## src/rtl/multi_port_frame_generator_if.sv

```systemverilog
// multi_port_frame_generator_if: beat bus between the frame generator and the NoC fabric
interface multi_port_frame_generator_if #(
    parameter int AVL_DATA_WIDTH = 518,
    parameter int FRAME_ID_WIDTH = 32
);
    localparam int WIDTH_PKT = AVL_DATA_WIDTH + 2 + FRAME_ID_WIDTH;
    logic [WIDTH_PKT-1:0] noc_data_in;
    logic [3:0]           noc_valid_in;
    logic [3:0]           noc_sop_in;
    logic [3:0]           noc_eop_in;
    logic                 noc_ready_out;
    modport master (output noc_data_in, noc_valid_in, noc_sop_in, noc_eop_in, input noc_ready_out);
    modport slave  (input noc_data_in, noc_valid_in, noc_sop_in, noc_eop_in, output noc_ready_out);
endinterface

```

## src/rtl/multi_port_frame_generator.sv

```systemverilog
// multi_port_frame_generator: round-robin multi-port test frame source with gap, length modes and frame limit
module multi_port_frame_generator #(
    parameter int AVL_DATA_WIDTH     = 518,
    parameter int FRAME_ID_WIDTH     = 32,
    parameter int NUM_PORTS          = 4,
    parameter int FRAME_OFFSET_WIDTH = 5
) (
    input  logic                          clk,
    input  logic                          rst,
    input  logic                          enable,
    input  logic [FRAME_OFFSET_WIDTH-1:0] cfg_len,
    input  logic                          cfg_len_mode,
    input  logic [3:0]                    cfg_gap,
    input  logic [15:0]                   cfg_frame_limit,
    multi_port_frame_generator_if.master  noc,
    output logic [15:0]                   frames_sent,
    output logic                          done
);
    localparam int PORT_ID_WIDTH = NUM_PORTS > 1 ? $clog2(NUM_PORTS) : 1;
    localparam int SEQ_WIDTH     = FRAME_ID_WIDTH - PORT_ID_WIDTH;
    localparam logic [1:0] IDLE = 2'd0, SEND = 2'd1, GAP = 2'd2, DONE = 2'd3;

    logic [1:0]                    state;
    logic [FRAME_OFFSET_WIDTH-1:0] beat, len_q, inc_last, last;
    logic                          mode_q;
    logic [3:0]                    gap_q, gap_cnt;
    logic [PORT_ID_WIDTH-1:0]      port, port_next;
    logic [SEQ_WIDTH-1:0]          seq [NUM_PORTS];
    logic [SEQ_WIDTH-1:0]          seq_cur;
    logic [15:0]                   fs_next;
    logic                          limit_hit, hit_next, send;
    logic [31:0]                   word;
    logic [AVL_DATA_WIDTH-1:0]     payload;

    assign last      = mode_q ? inc_last : len_q;
    assign seq_cur   = seq[port];
    assign port_next = port == PORT_ID_WIDTH'(NUM_PORTS - 1) ? '0 : port + 1'b1;
    assign fs_next   = frames_sent + {15'd0, ~&frames_sent};
    assign limit_hit = cfg_frame_limit != 16'd0 && frames_sent == cfg_frame_limit;
    assign hit_next  = cfg_frame_limit != 16'd0 && fs_next == cfg_frame_limit;
    assign send      = state == SEND;
    assign word      = {8'(beat), 16'(seq_cur), 8'(port)};

    // replicate the 32-bit tag word across the payload, truncated to the payload width
    always_comb begin
        payload = '0;
        for (int i = 0; i < AVL_DATA_WIDTH; i++) payload[i] = word[i % 32];
    end

    // beat outputs are pure functions of registered state so they stay put while the fabric stalls
    always_comb begin
        noc.noc_valid_in = send ? 4'b1111 : 4'b0000;
        noc.noc_sop_in   = send && beat == '0 ? 4'b0001 : 4'b0000;
        noc.noc_eop_in   = send && beat == last ? 4'b1000 : 4'b0000;
        noc.noc_data_in  = send ? {port, seq_cur, beat == '0, beat == last, payload} : '0;
        done             = state == DONE;
    end

    // frame sequencing: config latch on start, beat advance on accept, per-port bookkeeping at frame end
    always_ff @(posedge clk or negedge rst) begin
        if (!rst) begin
            state       <= IDLE;
            beat        <= '0;
            len_q       <= '0;
            inc_last    <= '0;
            mode_q      <= 1'b0;
            gap_q       <= '0;
            gap_cnt     <= '0;
            port        <= '0;
            frames_sent <= '0;
            for (int i = 0; i < NUM_PORTS; i++) seq[i] <= '0;
        end else begin
            case (state)
                IDLE: begin
                    if (limit_hit) state <= DONE;
                    else if (enable) begin
                        state  <= SEND;
                        len_q  <= cfg_len;
                        mode_q <= cfg_len_mode;
                        gap_q  <= cfg_gap;
                        beat   <= '0;
                    end
                end
                SEND: begin
                    if (noc.noc_ready_out) begin
                        if (beat == last) begin
                            beat        <= '0;
                            frames_sent <= fs_next;
                            seq[port]   <= seq_cur + 1'b1;
                            port        <= port_next;
                            inc_last    <= inc_last >= len_q ? '0 : inc_last + 1'b1;
                            gap_cnt     <= gap_q;
                            state       <= hit_next ? DONE : gap_q != 4'd0 ? GAP : enable ? SEND : IDLE;
                        end else beat <= beat + 1'b1;
                    end
                end
                GAP: begin
                    gap_cnt <= gap_cnt - 1'b1;
                    if (gap_cnt == 4'd1) state <= enable ? SEND : IDLE;
                end
                default: state <= DONE;
            endcase
        end
    end
endmodule

```

## src/flat_wrapper.sv

```systemverilog
// flat-port wrapper written by rule: the top's interface ports become plain ports
module multi_port_frame_generator_flat 
#(
    parameter int AVL_DATA_WIDTH     = 518,
    parameter int FRAME_ID_WIDTH     = 32,
    parameter int NUM_PORTS          = 4,
    parameter int FRAME_OFFSET_WIDTH = 5
)
  (clk, rst, enable, cfg_len, cfg_len_mode, cfg_gap, cfg_frame_limit, frames_sent, done, noc_noc_data_in, noc_noc_valid_in, noc_noc_sop_in, noc_noc_eop_in, noc_noc_ready_out);
  multi_port_frame_generator_if #(.AVL_DATA_WIDTH(AVL_DATA_WIDTH), .FRAME_ID_WIDTH(FRAME_ID_WIDTH)) noc_i ();
  input  logic clk;
  input  logic rst;
  input  logic enable;
  input  logic [FRAME_OFFSET_WIDTH-1:0] cfg_len;
  input  logic cfg_len_mode;
  input  logic [3:0] cfg_gap;
  input  logic [15:0] cfg_frame_limit;
  output logic [15:0] frames_sent;
  output logic done;
  output wire logic [$bits(noc_i.noc_data_in)-1:0] noc_noc_data_in;
  output wire logic [$bits(noc_i.noc_valid_in)-1:0] noc_noc_valid_in;
  output wire logic [$bits(noc_i.noc_sop_in)-1:0] noc_noc_sop_in;
  output wire logic [$bits(noc_i.noc_eop_in)-1:0] noc_noc_eop_in;
  input wire logic [$bits(noc_i.noc_ready_out)-1:0] noc_noc_ready_out;
  assign noc_noc_data_in = noc_i.noc_data_in;
  assign noc_noc_valid_in = noc_i.noc_valid_in;
  assign noc_noc_sop_in = noc_i.noc_sop_in;
  assign noc_noc_eop_in = noc_i.noc_eop_in;
  assign noc_i.noc_ready_out = noc_noc_ready_out;
  multi_port_frame_generator #(.AVL_DATA_WIDTH(AVL_DATA_WIDTH), .FRAME_ID_WIDTH(FRAME_ID_WIDTH), .NUM_PORTS(NUM_PORTS), .FRAME_OFFSET_WIDTH(FRAME_OFFSET_WIDTH)) u_core (.clk(clk), .rst(rst), .enable(enable), .cfg_len(cfg_len), .cfg_len_mode(cfg_len_mode), .cfg_gap(cfg_gap), .cfg_frame_limit(cfg_frame_limit), .noc(noc_i), .frames_sent(frames_sent), .done(done));
endmodule
```

## config.mk

```make
export PLATFORM = sky130hd
export DESIGN_NAME = multi_port_frame_generator_flat
export DESIGN_NICKNAME = d
export VERILOG_FILES = /design/src/rtl/multi_port_frame_generator_if.sv /design/src/rtl/multi_port_frame_generator.sv /design/src/flat_wrapper.sv
export SDC_FILE = /design/constraint.sdc
export NUM_CORES = 1
export LEC_CHECK = 0
export CAP_MARGIN = 20
export CORE_AREA = 2 2 235 237
export CTS_BUF_LIST = sky130_fd_sc_hd__clkbuf_4 sky130_fd_sc_hd__clkbuf_8 sky130_fd_sc_hd__clkbuf_16
export CTS_CLUSTER_SIZE = 20
export DETAILED_ROUTE_END_ITERATION = 6
export DIE_AREA = 0 0 237 239
export PLACE_DENSITY = 0.54
export SYNTH_ARGS = -nofsm -noshare
export SYNTH_HDL_FRONTEND = slang
export SYNTH_SLANG_ARGS = --single-unit
```

## constraint.sdc

```tcl
create_clock -name clk -period 2.65 [get_ports clk]
set_clock_uncertainty 0.2 [all_clocks]
set_input_delay 0.53 -clock clk [delete_from_list [all_inputs] [get_ports clk]]
set_output_delay 0.53 -clock clk [all_outputs]
set_load 0.02 [all_outputs]
```

-- Yosys cells after proc, flatten, opt, wreduce, memory -nomap -nowiden
Index checks and enable logic that the tools add are counted.
- output and inout bits: 581
- register bits after elaboration: 164
- input port bits: 30
- bits in read-only memories: 0
- memory bits (writable): 0
- word-level logic and storage cells: 86
- bits in latches: 0
- memories: 0
- magnitude comparators: 3
- shifts and indexed selects: 0
- div/mod/pow operators: 0
- add/subtract/negate cells: 6
- bitwise logic cells: 2
- multiply operators: 0
- muxes and demuxes: 30
- eq/ne operators: 14
- reduce and logical (&&, ||, !) cells: 18
- operators with widths (kind ; number):
    552-bit 2-to-1 mux ; 1
    120-bit bitwise mux ; 1
    30-bit 2-to-1 mux ; 3
    30-bit binary-select mux with 2-bit select ; 1
    30-bit demux with 2-bit select ; 1
    16-bit == test ; 2
    30-bit by 1-bit adder with 30-bit output (second input constant) ; 1
    5-bit 2-to-1 mux ; 6
    16-bit by 1-bit adder with 16-bit output ; 1
    2-bit 2-to-1 mux ; 8
    4-bit 2-to-1 mux ; 4
    16-bit AND reduction ; 1
    16-bit nonzero test ; 1
    5-bit by 1-bit adder with 5-bit output (second input constant) ; 2
    5-bit case mux with 2 select lines ; 1
    3-bit AND reduction ; 3
    2-bit inequality test (second input constant) ; 4
    4-bit case mux with 2 select lines ; 1
    4-bit AND reduction ; 2
    2-bit == test (second input constant) ; 3
    2-bit case mux with 3 select lines ; 1
    5-bit == test ; 1
    5-bit >= comparator ; 1
    1-bit logical AND ; 5
    other kinds (16) ; 18

-- Depth between registers and ports, before layout
Gate-level depths: netlist of the first run.
- depth in word-level cells: 9
- gate-level depth with buffers: 13
- mapped depth without buffers: 11

-- Worst setup path before layout of the first run
OpenSTA, ideal clock, no wires.
- path type: reg2reg
- from: reg u_core.frames_sent[7]
- to: reg u_core.state[0]
- library setup time: 0.078 ns
- data arrival time: 2.788 ns
- buffers on the path: 2
- slack: -0.416 ns
- required time: 2.372 ns
- cell stages (with the launch flop): 14
- path through: dfrtp_1 clkbuf_1 nand4_1 nor3_1 nand3_1 ha_1 and3_1 clkbuf_1 nand3_1 a21oi_1 mux2_2 o21ai_0 nand3_1 a21oi_1
- longest elaborated chain between the ends: 9
- ends and longest elaborated chain (what ; RTL line ; RTL):
    start: declaration ; multi_port_frame_generator.sv:16 ; output logic [15:0] frames_sent,
    start signal: assignment ; multi_port_frame_generator.sv:88 ; frames_sent <= fs_next;
    16-bit AND reduction ; multi_port_frame_generator.sv:38 ; assign fs_next = frames_sent + {15'd0, ~&frames_sent};
    1-bit zero test ; multi_port_frame_generator.sv:38 ;
    16-bit by 1-bit adder with 16-bit output ; multi_port_frame_generator.sv:38 ;
    16-bit == test ; multi_port_frame_generator.sv:40 ; assign hit_next = cfg_frame_limit != 16'd0 && fs_next == cfg_frame_limit;
    1-bit logical AND ; multi_port_frame_generator.sv:40 ;
    2-bit 2-to-1 mux ; multi_port_frame_generator.sv:93 ; state <= hit_next ? DONE : gap_q != 4'd0 ? GAP : enable ? SEND : IDLE;
    2-bit 2-to-1 mux ; multi_port_frame_generator.sv:86 ; if (beat == last) begin
    2-bit 2-to-1 mux ; multi_port_frame_generator.sv:85 ; if (noc.noc_ready_out) begin
    2-bit case mux with 3 select lines ; multi_port_frame_generator.sv:73 ; case (state)
    end signal: assignment ; multi_port_frame_generator.sv:93 ;
    end signal: assignment ; multi_port_frame_generator.sv:99 ; if (gap_cnt == 4'd1) state <= enable ? SEND : IDLE;
    end: declaration ; multi_port_frame_generator.sv:23 ; logic [1:0] state;
Several ways; a longest one is shown, not always the timed one. The select of a mux whose other input is x is not followed.
A chain may end at the register's enable or synchronous reset.

-- Worst setup path in the final report of the first run
- from: reg u_core.port[0]
- to: out noc_noc_data_in[468]
- longest elaborated chain between the ends: 5
- ends and longest elaborated chain (what ; RTL line ; RTL):
    start: declaration ; multi_port_frame_generator.sv:27 ; logic [PORT_ID_WIDTH-1:0] port, port_next;
    start signal: assignment ; multi_port_frame_generator.sv:90 ; port <= port_next;
    2-bit inverter with 3-bit output (implied by the code) ; multi_port_frame_generator.sv:36 ; assign seq_cur = seq[port];
    30-bit binary-select mux with 2-bit select ; multi_port_frame_generator.sv:36 ;
    30-bit 2-to-1 mux (implied by the code) (2 in a row) ; multi_port_frame_generator.sv:36 ;
    552-bit 2-to-1 mux ; multi_port_frame_generator.sv:55 ; noc.noc_data_in = send ? {port, seq_cur, beat == '0, beat == last, payload} : '0;
    end: declaration ; flat_wrapper.sv:20 ; output wire logic [$bits(noc_i.noc_data_in)-1:0] noc_noc_data_in;
Every way passes these cells. The select of a mux whose other input is x is not followed.

==> results.sh, run 1 <==
export IMPL_numClockSinks=164
export IMPL_grt_util_all_layers_pct=11.11
export IMPL_ys_types=56
export IMPL_setup_viol=344
export IMPL_yosys_area_top_type="dfrtp_1"
export IMPL_vias=9654
export IMPL_routedWlPerCell_um=14.78
export IMPL_synth_top_area_share_pct=32.21
export IMPL_final_min_clock_period_ns=2.915
export IMPL_synthCells=1403
export IMPL_yosysMostFrequentCell="buf_4"
export IMPL_grt_pass1_vias=8674
export IMPL_initial_core_util_pct=23.45
export IMPL_clockBufferDepth=2
export IMPL_layout_cells_non_filler=2452
export IMPL_pin_count=611
export IMPL_dpl_cell_count=2299
export IMPL_rsz0062_at_grt="true"
export IMPL_synth_compound_area_share_pct=6.580
export IMPL_path_buf_inv=5
export IMPL_clockRootBuffer="clkbuf_16"
export IMPL_cp_arrival_ns=2.19
export IMPL_synth_fa_ha_area_share_pct=1.748
export IMPL_grt_max_degree=58
export IMPL_worst_setup_path_end_kind="output pin"
export IMPL_finalWirelength_mm=36.24
export IMPL_holdWs_ns=0.2813
export IMPL_avgSynthCellArea_um2=9.081
export IMPL_setup_ws_ns=-0.2653
export IMPL_numCtsBuffers=17
export IMPL_antenna_cells=0
export IMPL_critical_path_required_ns=1.92
export IMPL_area_growth_pct=42.92
export IMPL_ant_nets=0
export IMPL_synth_top_flop_cell="dfrtp_1"
export IMPL_vias_per_cell=3.937
export IMPL_grt_ovfl_total=0
export IMPL_fmax_mhz=343.0
export IMPL_dieArea_mm2=0.05664
export IMPL_fin_crit_sh_pct=110.0
export IMPL_clkTransAtPathRegs_ns=0.07
export IMPL_fp_dieW_um=237
export IMPL_post_route_util_pct=33.51
export IMPL_core_area_mm2=0.05434
export IMPL_cts_tree="done"
export IMPL_critPathSlowestCell="dfrtp_2"
export IMPL_critPathMaxStageDelay_ns=0.44
export IMPL_failed_checks="negative setup slack"
export IMPL_synth_xor_area_share_pct=5.156
export IMPL_hold_class="flip-flop to flip-flop"
export IMPL_drt_iter0_drc=259
export IMPL_die_y_um=239
export IMPL_grt_pass1_wl_mm=49.86
export IMPL_pre_cts_slack_ns=-0.2427
export IMPL_path_cells="buf_6 > buf_4 > buf_4 > mux4_2 > and2_4 > buf_4 > clkbuf_2"
export IMPL_path_delay_family="buffers and inverters"
export IMPL_max_slew_worst_pin_slew_ns=0.5406
export IMPL_drv_slew=0
export IMPL_gp_congestion=0.8330
export IMPL_synth_top_family_by_area="buffers and inverters"
export IMPL_portBuffers=456
export IMPL_slew_limit_headroom_pct=63.96
export IMPL_syn_area_mm2=0.01274
export IMPL_ys_top_cells_by_area="dfrtp_1, buf_4, o21ai_0"
export IMPL_path_class="flip-flop to output pin"
export IMPL_num_nets_final=1782
export IMPL_grt_antenna_before_repair=0
export IMPL_irDropWorstVdd_mv=0.7642
export IMPL_clock_latency_ns=0.44
export IMPL_first_pass_iters=5
export IMPL_hold_viol_final=0
export IMPL_powerDensity_mw_per_mm2=767.0
export IMPL_async_flop_share_pct=100.0
export IMPL_synth_edf_count=0
export IMPL_yosys_top_cells_count="buf_4, dfrtp_1, nand2_1"
export IMPL_total_leakage_power_uw=0.009037
export IMPL_synth_seq_cells=164
export IMPL_setup_tns_ns=-41.38
export IMPL_cts_max_level=4
export IMPL_rows=86
export IMPL_max_cap_violations=0
export IMPL_place_hpwl_mm=24.03
export IMPL_crit_top_cell="buf_4"
export IMPL_path_max_fanout=12
export IMPL_synth_simple_area_share_pct=12.08
export IMPL_synth_warnings=0
export IMPL_seq_area_frac_synth_pct=32.21
export IMPL_synth_mux_area_share_pct=8.720
export IMPL_drc_errors=0
export IMPL_drive_above_1_share_pct=49.89
export IMPL_start_kind="flip-flop"
export IMPL_outcome="complete, but fails checks"
## kinds of logic (layout without fill, tap and decap cells)
kind of cell | count (synthesis) | in the layout
buffers and inverters | 600 | 778
and+or+nand+nor | 321 | 335
DFF | 164 | 164
AOI/OAI and AO/OA | 155 | 155
xor gates and xnor gates | 75 | 75
muxes | 69 | 69
adders and majority gates | 18 | 18
other | 1 | 154
## report_power, final
part | internal, uW | switching (uW) | total (uW)
Clock | 1440 | 1160 | 2600
Combinational | 3480 | 4880 | 8370
Sequential | 2770 | 238 | 3010
## cell usage in the layout (no fill, tap or decap), types with 15 or more instances in the layout
cell,instances
nand2_1,148
nand3_1,16
mux2_2,24
clkbuf_16,22
buf_4,206
clkbuf_2,125
mux4_2,29
inv_1,15
buf_2,26
xnor2_1,27
and2_4,40
buf_8,31
dlymetal6s2s_1,24
clkdlybuf4s50_1,45
xor2_1,26
o21ai_0,56
buf_12,25
buf_6,217
dfrtp_1,158
nor2_1,23
conb_1,154
o21ai_1,53
## sequential cells by signal, indices dropped and copies added, names as in the netlist
name and count:
u_core.frames_sent 16, u_core.mode_q 1, u_core.seq 120, u_core.gap_q 4, u_core.port 2, u_core.inc_last 5, u_core.len_q 5, u_core.beat 5
u_core.gap_cnt 4, u_core.state 2
## per-layer routing
metal / routed length (um) / part of all wire (%) / vias to the layer above / GRT usage, %
li1: - / - / 4639 / -
met1: 15920 / 44 / 4674 / 14.65
met2: 18380 / 51 / 323 / 19.14
met3: 1662 / 4.6 / 18 / 1.975
met4: 275 / 0.76 / 0 / 1.995
met5: 0 / 0 / - / 0
## worst register-to-register path, stage by stage (launching register included)
cell and delay [ns]:
dfrtp_2 0.44, buf_6 0.15, buf_4 0.13, mux4_2 0.34, inv_2 0.06, buf_4 0.12, buf_4 0.13, nor4_4 0.33
buf_4 0.20, buf_6 0.12, nand4_1 0.16, xor2_2 0.24, o21ai_1 0.10
## worst paths after layout
check / slack [ns] / end / start / cells after the start
min in group asynchronous: 0.42 / u_core.beat[4]$_DFFE_PN0P_ / rst / 2
max in group asynchronous: 1.12 / u_core.seq[67]$_DFFE_PN0P_ / rst / 3
max reg2reg: -0.16 / u_core.seq[74]$_DFFE_PN0P_ / u_core.port[0]$_DFFE_PN0P_ / 12
min: 0.28 / u_core.seq[37]$_DFFE_PN0P_ / u_core.seq[37]$_DFFE_PN0P_ / 2
max: -0.27 / noc_noc_data_in[468] / u_core.port[0]$_DFFE_PN0P_ / 7
min reg2reg: 0.28 / u_core.seq[37]$_DFFE_PN0P_ / u_core.seq[37]$_DFFE_PN0P_ / 2
## area by class of cell
class,count,area [um2]
well taps,704,880.8
multi-input cells,806,5728
repair buffers,725,6802
inverters,21,81.33
clock buffers,17,425.4
clock inverters,15,181.4
flip-flops and latches,164,4111
fillers,5539,36130
## timing repair
item | in CTS | in global routing
pin swaps | 6 | 95
gates resized for setup | 727 | 1328
setup endpoints to repair | 482 | 510
cloned | 4 | 16
setup buffers | 17 | 99
endpoints found under the hold margin | 51 | 0
hold buffers | 1 | 0
## stage by stage
step                      cell area (um2)  power (uW)
final                               18210       13970
after global routing                18210       14730
after CTS                           16720       13870
after detailed placement            16120       11680
after global placement              16120       11640
after floorplan                     13380        9105
Note: power is estimated with default switching activity, not from simulation.
==> inputs of run 2 (changes only) <==
--- a/config.mk
+++ b/config.mk
@@ -5,13 +5,13 @@
 export SDC_FILE = /design/constraint.sdc
 export NUM_CORES = 1
 export LEC_CHECK = 0
-export CAP_MARGIN = 20
 export CORE_AREA = 2 2 235 237
 export CTS_BUF_LIST = sky130_fd_sc_hd__clkbuf_4 sky130_fd_sc_hd__clkbuf_8 sky130_fd_sc_hd__clkbuf_16
 export CTS_CLUSTER_SIZE = 20
 export DETAILED_ROUTE_END_ITERATION = 6
 export DIE_AREA = 0 0 237 239
 export PLACE_DENSITY = 0.54
+export RECOVER_POWER = 50
 export SYNTH_ARGS = -nofsm -noshare
 export SYNTH_HDL_FRONTEND = slang
 export SYNTH_SLANG_ARGS = --single-unit
==> run 2 against run 1 <==
  * The flow still finishes with violations (negative setup slack)
  * Die area did not move
  * Via count rose by 0.10%
  * Hold slack barely moved
  * Worst setup slack got worse by 0.0055 ns
  * Global-route usage did not move
  * Register-to-register slack barely moved
  * Sequential cell count did not move
  * Largest cell class unchanged
==> results.sh, run 2 (synthesized netlist as in run 1, its figures left out) <==
export IMPL_final_cell_mix="buf_6, buf_4, dfrtp_1, conb_1, nand2_1"
export IMPL_setup_ws_ns=-0.2707
export IMPL_antenna_cells=0
export IMPL_initial_core_util_pct=23.45
export IMPL_hold_class="flip-flop to flip-flop"
export IMPL_total_leakage_power_uw=0.009028
export IMPL_outcome="complete, but fails checks"
export IMPL_rsz0062_at_grt="true"
export IMPL_vias_per_cell=3.941
export IMPL_die_y_um=239
export IMPL_clkTransAtPathRegs_ns=0.07
export IMPL_grt_max_degree=58
export IMPL_first_pass_iters=5
export IMPL_layout_commonest_cell="buf_6"
export IMPL_setup_viol=343
export IMPL_drive_above_1_share_pct=49.89
export IMPL_critical_path_required_ns=1.92
export IMPL_drv_slew=0
export IMPL_clockRootBuffer="clkbuf_16"
export IMPL_max_slew_worst_pin_slew_ns=1.413
export IMPL_cp_arrival_ns=2.19
export IMPL_drt_iter0_drc=262
export IMPL_drc_errors=0
export IMPL_num_nets_final=1782
export IMPL_start_kind="flip-flop"
export IMPL_grt_util_all_layers_pct=11.11
export IMPL_failed_checks="negative setup slack"
export IMPL_setup_tns_ns=-41.82
export IMPL_fp_dieW_um=237
export IMPL_final_min_clock_period_ns=2.921
export IMPL_dieArea_mm2=0.05664
export IMPL_fmax_mhz=342.4
export IMPL_power_total_uw=13960
export IMPL_vias=9664
export IMPL_routedWlPerCell_um=14.80
export IMPL_grt_pass1_vias=8674
export IMPL_grt_pass1_wl_mm=49.86
export IMPL_post_route_util_pct=33.47
export IMPL_max_cap_violations=0
export IMPL_place_hpwl_mm=24.03
export IMPL_grt_antenna_before_repair=0
export IMPL_cts_max_level=4
export IMPL_gp_congestion=0.8330
export IMPL_fin_crit_sh_pct=110.2
export IMPL_clock_latency_ns=0.44
export IMPL_irDropWorstVdd_mv=0.7642
export IMPL_holdWs_ns=0.2811
export IMPL_worst_setup_path_end_kind="output pin"
export IMPL_regMostFlops="u_core.seq"
export IMPL_grt_ovfl_total=0
export IMPL_clockBufferDepth=2
export IMPL_ant_nets=0
export IMPL_hold_viol_final=0
export IMPL_finalWirelength_mm=36.28
export IMPL_area_growth_pct=42.74
export IMPL_core_area_mm2=0.05434
export IMPL_path_class="flip-flop to output pin"
export IMPL_numClockSinks=164
export IMPL_portBuffers=456
export IMPL_powerDensity_mw_per_mm2=767.4
export IMPL_reg_top3="u_core.seq (120), u_core.frames_sent (16)"
export IMPL_numCtsBuffers=17
export IMPL_slew_limit_headroom_pct=5.800
export IMPL_pin_count=611
export IMPL_largest_reg_flops=120
export IMPL_rows=86
export IMPL_cts_tree="done"
export IMPL_path_max_fanout=12
-- run 2: cell count changes in the layout (fill, tap and decap cells not counted), sizes merged --
| cell | delta |
|---|---|
| buf | -2 |
| clkbuf | +2 |
-- run 2: stage by stage --
stage          instances  setup WS [ns]  area (um2)
3_3_place_gp        2299        -0.2316       16120
3_5_place_dp        2299        -0.2427       16120
6_report            2452        -0.2707       18190
2_1_floorplan       1556       -0.09240       13380
5_1_grt             2452        -0.3435       18190
4_1_cts             2353        -0.3456       16720
-- run 2: final timing paths --
path	startpoint	cells after the start	slack [ns]	end
setup / recovery	u_core.port[0]$_DFFE_PN0P_	7	-0.27	noc_noc_data_in[468]
hold / removal	u_core.seq[37]$_DFFE_PN0P_	2	0.28	u_core.seq[37]$_DFFE_PN0P_
setup reg to reg	u_core.port[0]$_DFFE_PN0P_	12	-0.17	u_core.seq[74]$_DFFE_PN0P_
hold reg to reg	u_core.seq[37]$_DFFE_PN0P_	2	0.28	u_core.seq[37]$_DFFE_PN0P_
max in group asynchronous	rst	3	0.37	u_core.seq[93]$_DFFE_PN0P_
min in group asynchronous	rst	2	0.76	u_core.beat[4]$_DFFE_PN0P_
-- run 2: cell type report --
class / instances / area (um2)
sequential: 164 / 4111
clock inverter: 15 / 181.4
timing repair buffer: 725 / 6778
tap: 704 / 880.8
fill: 5541 / 36150
multi-input combinational: 806 / 5728
clock buffer: 17 / 425.4
inverter: 21 / 81.33
-- run 2: per-layer routing --
layer	up-vias	wire, um	GRT usage (%)
li1	4651	-	-
met4	0	272	1.995
met2	332	18460	19.14
met1	4664	15720	14.65
met5	-	0	0
met3	17	1834	1.975
-- run 2: power by group --
group | switching (uW) | internal [uW]
sequential | 238 | 2770
clock | 1160 | 1440
combinational | 4880 | 3480
total | 6270 | 7680
-- run 2: what timing repair did --
action                                 in CTS  in global routing
setup endpoints to repair                 482                510
gates resized for setup                   727               1328
endpoints found under the hold margin      51                  0
cloned                                      4                 16
pin swaps                                   6                 95
hold buffers                                1                  0
buffers inserted                           17                 99
-- run 2: worst max-delay path, stage by stage, from the launching register on --
cell	delay, ns
dfrtp_2	0.44
buf_6	0.14
buf_4	0.12
buf_4	0.12
mux4_2	0.42
and2_4	0.21
buf_4	0.15
clkbuf_2	0.15
